**src/rtl/i_decode_if.sv**
```systemverilog
// Bundle of the IF->ID vacant/valid handshake, the writeback redirect and the
// ID->EX valid/ready output; master drives the stage inputs, slave is the decoder.
interface i_decode_if #(
  parameter int ADDR_WIDTH = 32,
  parameter int INST_WIDTH = 32
);
  logic                  inst_valid;
  logic [INST_WIDTH-1:0] inst;
  logic                  inst_vacant;
  logic                  redirect_valid;
  logic [ADDR_WIDTH-1:0] redirect_pc;
  logic                  ex_ready;
  logic                  ex_valid;
  logic [ADDR_WIDTH-1:0] ex_pc;
  logic [3:0]            ex_op;
  logic [3:0]            ex_funct;
  logic [4:0]            ex_rd;
  logic [4:0]            ex_rs1;
  logic [4:0]            ex_rs2;
  logic [31:0]           ex_imm;

  modport master (
    output inst_valid, inst, redirect_valid, redirect_pc, ex_ready,
    input  inst_vacant, ex_valid, ex_pc, ex_op, ex_funct, ex_rd, ex_rs1, ex_rs2, ex_imm
  );

  modport slave (
    input  inst_valid, inst, redirect_valid, redirect_pc, ex_ready,
    output inst_vacant, ex_valid, ex_pc, ex_op, ex_funct, ex_rd, ex_rs1, ex_rs2, ex_imm
  );
endinterface

```
**src/rtl/i_decode.sv**
```systemverilog
// RV32I decode stage: tracks the PC of each accepted word, decodes it and holds
// the result in a one-entry output register drained by execute via valid/ready.
module i_decode #(
  parameter int                    ADDR_WIDTH = 32,
  parameter int                    INST_WIDTH = 32,
  parameter logic [ADDR_WIDTH-1:0] RESET_PC   = '0
) (
  input logic      clk_in,
  input logic      rst_in,
  i_decode_if.slave bus
);

  typedef enum logic [3:0] {
    OP_LUI     = 4'd0,
    OP_AUIPC   = 4'd1,
    OP_JAL     = 4'd2,
    OP_JALR    = 4'd3,
    OP_BRANCH  = 4'd4,
    OP_LOAD    = 4'd5,
    OP_STORE   = 4'd6,
    OP_IMM     = 4'd7,
    OP_REG     = 4'd8,
    OP_FENCE   = 4'd9,
    OP_SYSTEM  = 4'd10,
    OP_ILLEGAL = 4'd15
  } op_e;

  function automatic logic [31:0] imm_i(input logic [31:0] w);
    return {{20{w[31]}}, w[31:20]};
  endfunction

  function automatic logic [31:0] imm_s(input logic [31:0] w);
    return {{20{w[31]}}, w[31:25], w[11:7]};
  endfunction

  function automatic logic [31:0] imm_b(input logic [31:0] w);
    return {{19{w[31]}}, w[31], w[7], w[30:25], w[11:8], 1'b0};
  endfunction

  function automatic logic [31:0] imm_u(input logic [31:0] w);
    return {w[31:12], 12'h000};
  endfunction

  function automatic logic [31:0] imm_j(input logic [31:0] w);
    return {{11{w[31]}}, w[31], w[19:12], w[20], w[30:21], 1'b0};
  endfunction

  logic [31:0]           inst_s;
  logic [2:0]            funct3_s;
  logic [6:0]            funct7_s;
  logic                  legal_s;
  logic                  alt_s;
  op_e                   dec_op_s;
  logic [4:0]            dec_rd_s;
  logic [4:0]            dec_rs1_s;
  logic [4:0]            dec_rs2_s;
  logic [31:0]           dec_imm_s;
  logic                  inst_vacant_s;
  logic                  accept_s;

  logic                  ex_valid_r;
  logic [ADDR_WIDTH-1:0] ex_pc_r;
  op_e                   ex_op_r;
  logic [3:0]            ex_funct_r;
  logic [4:0]            ex_rd_r;
  logic [4:0]            ex_rs1_r;
  logic [4:0]            ex_rs2_r;
  logic [31:0]           ex_imm_r;
  logic [ADDR_WIDTH-1:0] pc_next_r;

  assign inst_s   = bus.inst[31:0];
  assign funct3_s = inst_s[14:12];
  assign funct7_s = inst_s[31:25];

  assign inst_vacant_s = !ex_valid_r || bus.ex_ready;
  assign accept_s      = bus.inst_valid && inst_vacant_s && !bus.redirect_valid;

  // Opcode decode; an illegal opcode or field combination leaves legal_s low.
  always_comb begin
    legal_s   = 1'b0;
    alt_s     = 1'b0;
    dec_op_s  = OP_ILLEGAL;
    dec_rd_s  = 5'd0;
    dec_rs1_s = 5'd0;
    dec_rs2_s = 5'd0;
    dec_imm_s = 32'd0;
    case (inst_s[6:0])
      7'b0110111: begin dec_op_s = OP_LUI;   legal_s = 1'b1; dec_rd_s = inst_s[11:7]; dec_imm_s = imm_u(inst_s); end
      7'b0010111: begin dec_op_s = OP_AUIPC; legal_s = 1'b1; dec_rd_s = inst_s[11:7]; dec_imm_s = imm_u(inst_s); end
      7'b1101111: begin dec_op_s = OP_JAL;   legal_s = 1'b1; dec_rd_s = inst_s[11:7]; dec_imm_s = imm_j(inst_s); end
      7'b1100111: begin
        dec_op_s = OP_JALR;  legal_s = (funct3_s == 3'b000);
        dec_rd_s = inst_s[11:7]; dec_rs1_s = inst_s[19:15]; dec_imm_s = imm_i(inst_s);
      end
      7'b1100011: begin
        dec_op_s  = OP_BRANCH; legal_s = (funct3_s != 3'b010) && (funct3_s != 3'b011);
        dec_rs1_s = inst_s[19:15]; dec_rs2_s = inst_s[24:20]; dec_imm_s = imm_b(inst_s);
      end
      7'b0000011: begin
        dec_op_s = OP_LOAD; legal_s = funct3_s inside {3'b000, 3'b001, 3'b010, 3'b100, 3'b101};
        dec_rd_s = inst_s[11:7]; dec_rs1_s = inst_s[19:15]; dec_imm_s = imm_i(inst_s);
      end
      7'b0100011: begin
        dec_op_s  = OP_STORE; legal_s = funct3_s inside {3'b000, 3'b001, 3'b010};
        dec_rs1_s = inst_s[19:15]; dec_rs2_s = inst_s[24:20]; dec_imm_s = imm_s(inst_s);
      end
      7'b0010011: begin
        // Shift-immediates reuse the funct7 field; only SRAI may set bit 30.
        dec_op_s = OP_IMM;
        legal_s  = (funct3_s == 3'b001) ? (funct7_s == 7'b0000000) :
                   (funct3_s == 3'b101) ? ((funct7_s == 7'b0000000) || (funct7_s == 7'b0100000)) : 1'b1;
        alt_s    = (funct3_s == 3'b101) && inst_s[30];
        dec_rd_s = inst_s[11:7]; dec_rs1_s = inst_s[19:15]; dec_imm_s = imm_i(inst_s);
      end
      7'b0110011: begin
        dec_op_s  = OP_REG;
        legal_s   = (funct7_s == 7'b0000000) ||
                    ((funct7_s == 7'b0100000) && ((funct3_s == 3'b000) || (funct3_s == 3'b101)));
        alt_s     = inst_s[30];
        dec_rd_s  = inst_s[11:7]; dec_rs1_s = inst_s[19:15]; dec_rs2_s = inst_s[24:20];
      end
      7'b0001111: begin dec_op_s = OP_FENCE; legal_s = 1'b1; dec_rs1_s = inst_s[19:15]; dec_imm_s = imm_i(inst_s); end
      7'b1110011: begin
        dec_op_s = OP_SYSTEM; legal_s = 1'b1;
        dec_rd_s = inst_s[11:7]; dec_rs1_s = inst_s[19:15]; dec_imm_s = imm_i(inst_s);
      end
      default: legal_s = 1'b0;
    endcase
  end

  // Output register and PC tracker; reset beats redirect, redirect beats accept.
  always_ff @(posedge clk_in) begin
    if (rst_in) begin
      ex_valid_r <= 1'b0;
      ex_pc_r    <= '0;
      ex_op_r    <= OP_LUI;
      ex_funct_r <= 4'd0;
      ex_rd_r    <= 5'd0;
      ex_rs1_r   <= 5'd0;
      ex_rs2_r   <= 5'd0;
      ex_imm_r   <= 32'd0;
      pc_next_r  <= RESET_PC;
    end else if (bus.redirect_valid) begin
      ex_valid_r <= 1'b0;
      pc_next_r  <= bus.redirect_pc;
    end else if (accept_s) begin
      ex_valid_r <= 1'b1;
      ex_pc_r    <= pc_next_r;
      ex_op_r    <= legal_s ? dec_op_s : OP_ILLEGAL;
      ex_funct_r <= {legal_s && alt_s, funct3_s};
      ex_rd_r    <= legal_s ? dec_rd_s : 5'd0;
      ex_rs1_r   <= legal_s ? dec_rs1_s : 5'd0;
      ex_rs2_r   <= legal_s ? dec_rs2_s : 5'd0;
      ex_imm_r   <= legal_s ? dec_imm_s : 32'd0;
      pc_next_r  <= pc_next_r + ADDR_WIDTH'(32'd4);
    end else if (ex_valid_r && bus.ex_ready) begin
      ex_valid_r <= 1'b0;
    end
  end

  assign bus.inst_vacant = inst_vacant_s;
  assign bus.ex_valid    = ex_valid_r;
  assign bus.ex_pc       = ex_pc_r;
  assign bus.ex_op       = ex_op_r;
  assign bus.ex_funct    = ex_funct_r;
  assign bus.ex_rd       = ex_rd_r;
  assign bus.ex_rs1      = ex_rs1_r;
  assign bus.ex_rs2      = ex_rs2_r;
  assign bus.ex_imm      = ex_imm_r;

endmodule
```
**src/flat_wrapper.sv**
```systemverilog
// flat-port wrapper written by rule: the top's interface ports become plain ports
module i_decode_flat 
#(
  parameter int                    ADDR_WIDTH = 32,
  parameter int                    INST_WIDTH = 32,
  parameter logic [ADDR_WIDTH-1:0] RESET_PC   = '0
)
  (clk_in, rst_in, bus_inst_valid, bus_inst, bus_redirect_valid, bus_redirect_pc, bus_ex_ready, bus_inst_vacant, bus_ex_valid, bus_ex_pc, bus_ex_op, bus_ex_funct, bus_ex_rd, bus_ex_rs1, bus_ex_rs2, bus_ex_imm);
  i_decode_if #(.ADDR_WIDTH(ADDR_WIDTH), .INST_WIDTH(INST_WIDTH)) bus_i ();
  input logic clk_in;
  input logic rst_in;
  input wire logic [$bits(bus_i.inst_valid)-1:0] bus_inst_valid;
  input wire logic [$bits(bus_i.inst)-1:0] bus_inst;
  input wire logic [$bits(bus_i.redirect_valid)-1:0] bus_redirect_valid;
  input wire logic [$bits(bus_i.redirect_pc)-1:0] bus_redirect_pc;
  input wire logic [$bits(bus_i.ex_ready)-1:0] bus_ex_ready;
  output wire logic [$bits(bus_i.inst_vacant)-1:0] bus_inst_vacant;
  output wire logic [$bits(bus_i.ex_valid)-1:0] bus_ex_valid;
  output wire logic [$bits(bus_i.ex_pc)-1:0] bus_ex_pc;
  output wire logic [$bits(bus_i.ex_op)-1:0] bus_ex_op;
  output wire logic [$bits(bus_i.ex_funct)-1:0] bus_ex_funct;
  output wire logic [$bits(bus_i.ex_rd)-1:0] bus_ex_rd;
  output wire logic [$bits(bus_i.ex_rs1)-1:0] bus_ex_rs1;
  output wire logic [$bits(bus_i.ex_rs2)-1:0] bus_ex_rs2;
  output wire logic [$bits(bus_i.ex_imm)-1:0] bus_ex_imm;
  assign bus_i.inst_valid = bus_inst_valid;
  assign bus_i.inst = bus_inst;
  assign bus_i.redirect_valid = bus_redirect_valid;
  assign bus_i.redirect_pc = bus_redirect_pc;
  assign bus_i.ex_ready = bus_ex_ready;
  assign bus_inst_vacant = bus_i.inst_vacant;
  assign bus_ex_valid = bus_i.ex_valid;
  assign bus_ex_pc = bus_i.ex_pc;
  assign bus_ex_op = bus_i.ex_op;
  assign bus_ex_funct = bus_i.ex_funct;
  assign bus_ex_rd = bus_i.ex_rd;
  assign bus_ex_rs1 = bus_i.ex_rs1;
  assign bus_ex_rs2 = bus_i.ex_rs2;
  assign bus_ex_imm = bus_i.ex_imm;
  i_decode #(.ADDR_WIDTH(ADDR_WIDTH), .INST_WIDTH(INST_WIDTH), .RESET_PC(RESET_PC)) u_core (.clk_in(clk_in), .rst_in(rst_in), .bus(bus_i));
endmodule
```
**config.mk**
```make
export PLATFORM = sky130hd
export DESIGN_NAME = i_decode_flat
export DESIGN_NICKNAME = d
export VERILOG_FILES = /design/src/rtl/i_decode_if.sv /design/src/rtl/i_decode.sv /design/src/flat_wrapper.sv
export SDC_FILE = /design/constraint.sdc
export NUM_CORES = 1
export LEC_CHECK = 0
export BUFFER_PORTS_ARGS = -buffer_cell sky130_fd_sc_hd__clkbuf_2
export CORE_MARGIN = 1
export CORE_UTILIZATION = 52
export DETAILED_ROUTE_END_ITERATION = 6
export PLACE_DENSITY_LB_ADDON = 0.1
export SYNTH_ARGS = -nofsm -noshare
export SYNTH_HDL_FRONTEND = slang
export SYNTH_SLANG_ARGS = --single-unit
export TNS_END_PERCENT = 30
```
**constraint.sdc**
```tcl
create_clock -name clk_in -period 2.9 [get_ports clk_in]
set_clock_uncertainty 0.1 [all_clocks]
set_input_delay 0.58 -clock clk_in [delete_from_list [all_inputs] [get_ports clk_in]]
set_output_delay 0.58 -clock clk_in [all_outputs]
set_load 0.01 [all_outputs]
```
==> metrics.md <==
| Metric | Value |
|---|---|
| Status | completed |
| Final setup viols | 0 |
| Ant. Diodes | 0 |
| RSZ-0062 raised after global routing | no |
| Final min period | between 2 and 2.5 ns |
| Post-route cell area | 7090 um^2 |
| Pwr dens | 595 nW/um^2 |
| Worst path slowest cell | or4_1 |
| Worst setup margin | around 0.75 ns |
| CP required | around 3.3 ns |
| CTS HTree Levels | 4 |
| Leak | 2.91 nW |
| Worst Path Max Fanout | 17 |
| Die Ht | around 110 um |
| Max-Cap Viols | 0 |
| Fill count | ~900 |
| CP peak stage delay | around 0.56 ns |
| Commonest non-fill, non-tap cell in the layout | clkbuf_2 |
| Critical path class | in2reg |
| Worst skew pair latency | around 0.52 ns |
| Final period util | 0.740 |
| First-pass GRT wire length | 24300 um |
| Post-CTS setup buffer count | 0 |
| Root Buffer | clkbuf_8 |
| CTS tree | built |
| CP Cell Sequence | clkbuf_2 -> or4_1 -> o32a_1 -> nor4b_4 -> or3_1 -> buf_4 -> a32o_1 |
| Hold WC Path Type | in2reg |
| Post-synthesis net count | around 760 |
| Avg WL per Cell | 15.0 um |
| Worst-case clock buffer depth | 2 |
| Post-synth cell types | between 50 and 60 |
| Area of the multi-input gates | roughly 2900 um^2 |
| Initial DRC Count | ~280 |
| Num CTS Buffers | 17 |
| Placer Congestion | 0.946 |
| Initial Util | 0.540 |
| Storage element area | 2400 um^2 |
| VDD IR-drop max | 0.364 mV |
| Nets | approximately 900 |
| Synthesized instance count | 687 |
| Clk sink count | 120 |
| Core footprint | approximately 10000 um^2 |
| GRT Overall Usage | 0.271 |
| Area after DPL | between 6000 and 7000 um^2 |
| Vias in the first global route | just under 5000 |
| Placement Setup Slack | between 0.2 and 0.3 ns |
| Total negative slack | 0 ns |
| Post-DP HPWL | 10400 um |
| Syn Std Cell Area | around 5600 um^2 |
| Worst hold start | bus_redirect_pc[4] |
| Slew HR | 0.486 |
| Post-synth ARST share | 0 |
| Ports | about 160 |
| Yosys warns | 0 |
| Die area | 11200 um^2 |
| Buffers added on ports | 157 |
| Initial antenna violation count | 0 |
| Post-synthesis sequential area ratio | 0.427 |
| Pins over their slew limit | 0 |
| Mean Syn Cell Area | a little over 8 um^2 |
| Pin count of the biggest net entering global routing | just under 50 |
| Total detailed-routing wirelength | 14700 um |
| CP Launch Type | input port |
| Hold Vio Cnt, Final | 0 |
| Most frequent cells in the layout | clkbuf_2, nand2_1, dfxtp_1 |
| Die Span X | around 110 um |
| Synthesized flop and latch total | 120 |
| R2R Path Start | u_core.bus.ex_valid |
| Worst path arrival time | between 2 and 2.5 ns |
| # resized after CTS | 0 |
| Commonest register cell after synthesis | dfxtp_1 |
| Hold_buf cts | 0 |
| Fmax | roughly 470 MHz |
| Clock transition at path regs | approximately 0.060 ns |
| Layout cells sized above 1 | 0.275 |
| Total grt overflow | 0 |
| Residual DRC count | 0 |
| Cell row count | 37 |
| Critical path capture point type | flip-flop |
| Setup crit start | bus_inst[25] |
| Vias | ~5400 |
| Area Growth Syn to Fin | 26.1% |
| Least-Margin Pin Slew | ~0.76 ns |
| Worst hold slack | 0.198 ns |
| DR pass1 iterations | 4 |
| Antenna-violating nets left | 0 |
| Post-synth EDFFs | 0 |
| DR vias/cell | between 5 and 6 |
==> stage by stage <==
stage / utilization / total power (W) / cells
global placement: 0.623 / 0.00214 / 945
CTS: 0.680 / 0.00424 / 977
finish: 0.680 / 0.00421 / 977
floorplan: - / 0.00200 / 687
global route: 0.680 / 0.00437 / 977
detailed placement: 0.623 / 0.00215 / 945
==> critical path, delay by kind of cell <==
family / cells / cell delay [ns]
AND/OR/NAND/NOR: 3 / 1.04
AO/OA/AOI/OAI: 2 / 0.54
buffers and inverters: 2 / 0.33
==> cells in the mapped netlist (2+ instances only) <==
library cell  number  share of area
buf_6              3         0.0060
buf_2              6         0.0053
and2_1             5         0.0056
inv_1             28          0.019
and3_1             8         0.0089
o31ai_1           15          0.020
o31ai_2           16          0.036
a21oi_1           63          0.056
a32o_1            13          0.023
o211ai_1           3         0.0040
mux2i_1            2         0.0036
buf_1              4         0.0027
nor2b_1            6         0.0067
a31oi_1            2         0.0022
xor2_1            10          0.016
nand2_1          142          0.095
and4_1             5         0.0078
nand2b_1           6         0.0067
nor4_1             3         0.0033
nor3b_1            2         0.0027
o21ai_1            4         0.0036
xnor2_1           18          0.028
a21o_1             2         0.0027
nor2_1            37          0.025
and4bb_2           2         0.0045
nand3_1           17          0.015
or4_1              2         0.0027
dfxtp_1          120           0.43
nand4_1           14          0.016
a22o_1             6         0.0093
o21ai_0           20          0.018
clkbuf_1          38          0.025
or3_1              2         0.0022
nor3_1            13          0.012
a211oi_1          27          0.036
==> logic make-up (layout without fill, tap and decap cells) <==
family / after synthesis / count (layout) / share of synthesized area
XOR/XNOR: 28 / 28 / 0.0436
buffers and inverters: 81 / 235 / 0.0614
flip-flops: 120 / 120 / 0.427
AND/OR/NAND/NOR: 273 / 273 / 0.230
multiplexers: 3 / 3 / 0.00557
AO/OA/AOI/OAI: 181 / 181 / 0.230
adder cells (fa/ha/maj): 1 / 1 / 0.00223
==> flip-flops by register name, indices dropped and copies added (netlist names) <==
register and cells:
u_core.bus.ex_pc 32, u_core.bus.ex_op 4, u_core.bus.ex_valid 1, u_core.bus.ex_imm 32, u_core.bus.ex_rs1 5, u_core.bus.ex_funct 4
u_core.bus.ex_rs2 5, u_core.pc_next_r 32, u_core.bus.ex_rd 5
==> power breakdown <==
part           internal, W  switching, W  total (W)
registers          0.00170     0.0000475    0.00175
logic             0.000139      0.000230   0.000369
clock network      0.00139      0.000703    0.00210
total              0.00323      0.000981    0.00421
==> area by class of cell <==
type | instances | area share
Clock buffer | 24 | 0.0678
Clock inverter | 8 | 0.0166
Inverter | 29 | 0.0154
Multi-Input combinational cell | 486 | 0.407
Sequential cell | 120 | 0.339
Tap cell | 136 | 0.0240
Timing Repair Buffer | 174 | 0.131
==> path summary, 6_finish.rpt <==
path                           endpoint  slack, ns  cells after the start
hold / removal      u_core.pc_next_r[4]       0.20                      3
setup reg to reg  u_core.bus.ex_imm[13]       0.94                      7
hold reg to reg    u_core.bus.ex_imm[0]       0.35                      2
setup / recovery  u_core.bus.ex_imm[13]       0.75                      7
==> routing by layer <==
layer	global-route usage	wire length (um)	part of all wire	vias up
met4	0.0923	221	0.015	0
li1	-	-	-	2698
met5	0	0	0	-
met1	0.347	6450	0.44	2517
met3	0.0674	828	0.056	22
met2	0.445	7180	0.49	191
Power figures use the tool's default switching activity.
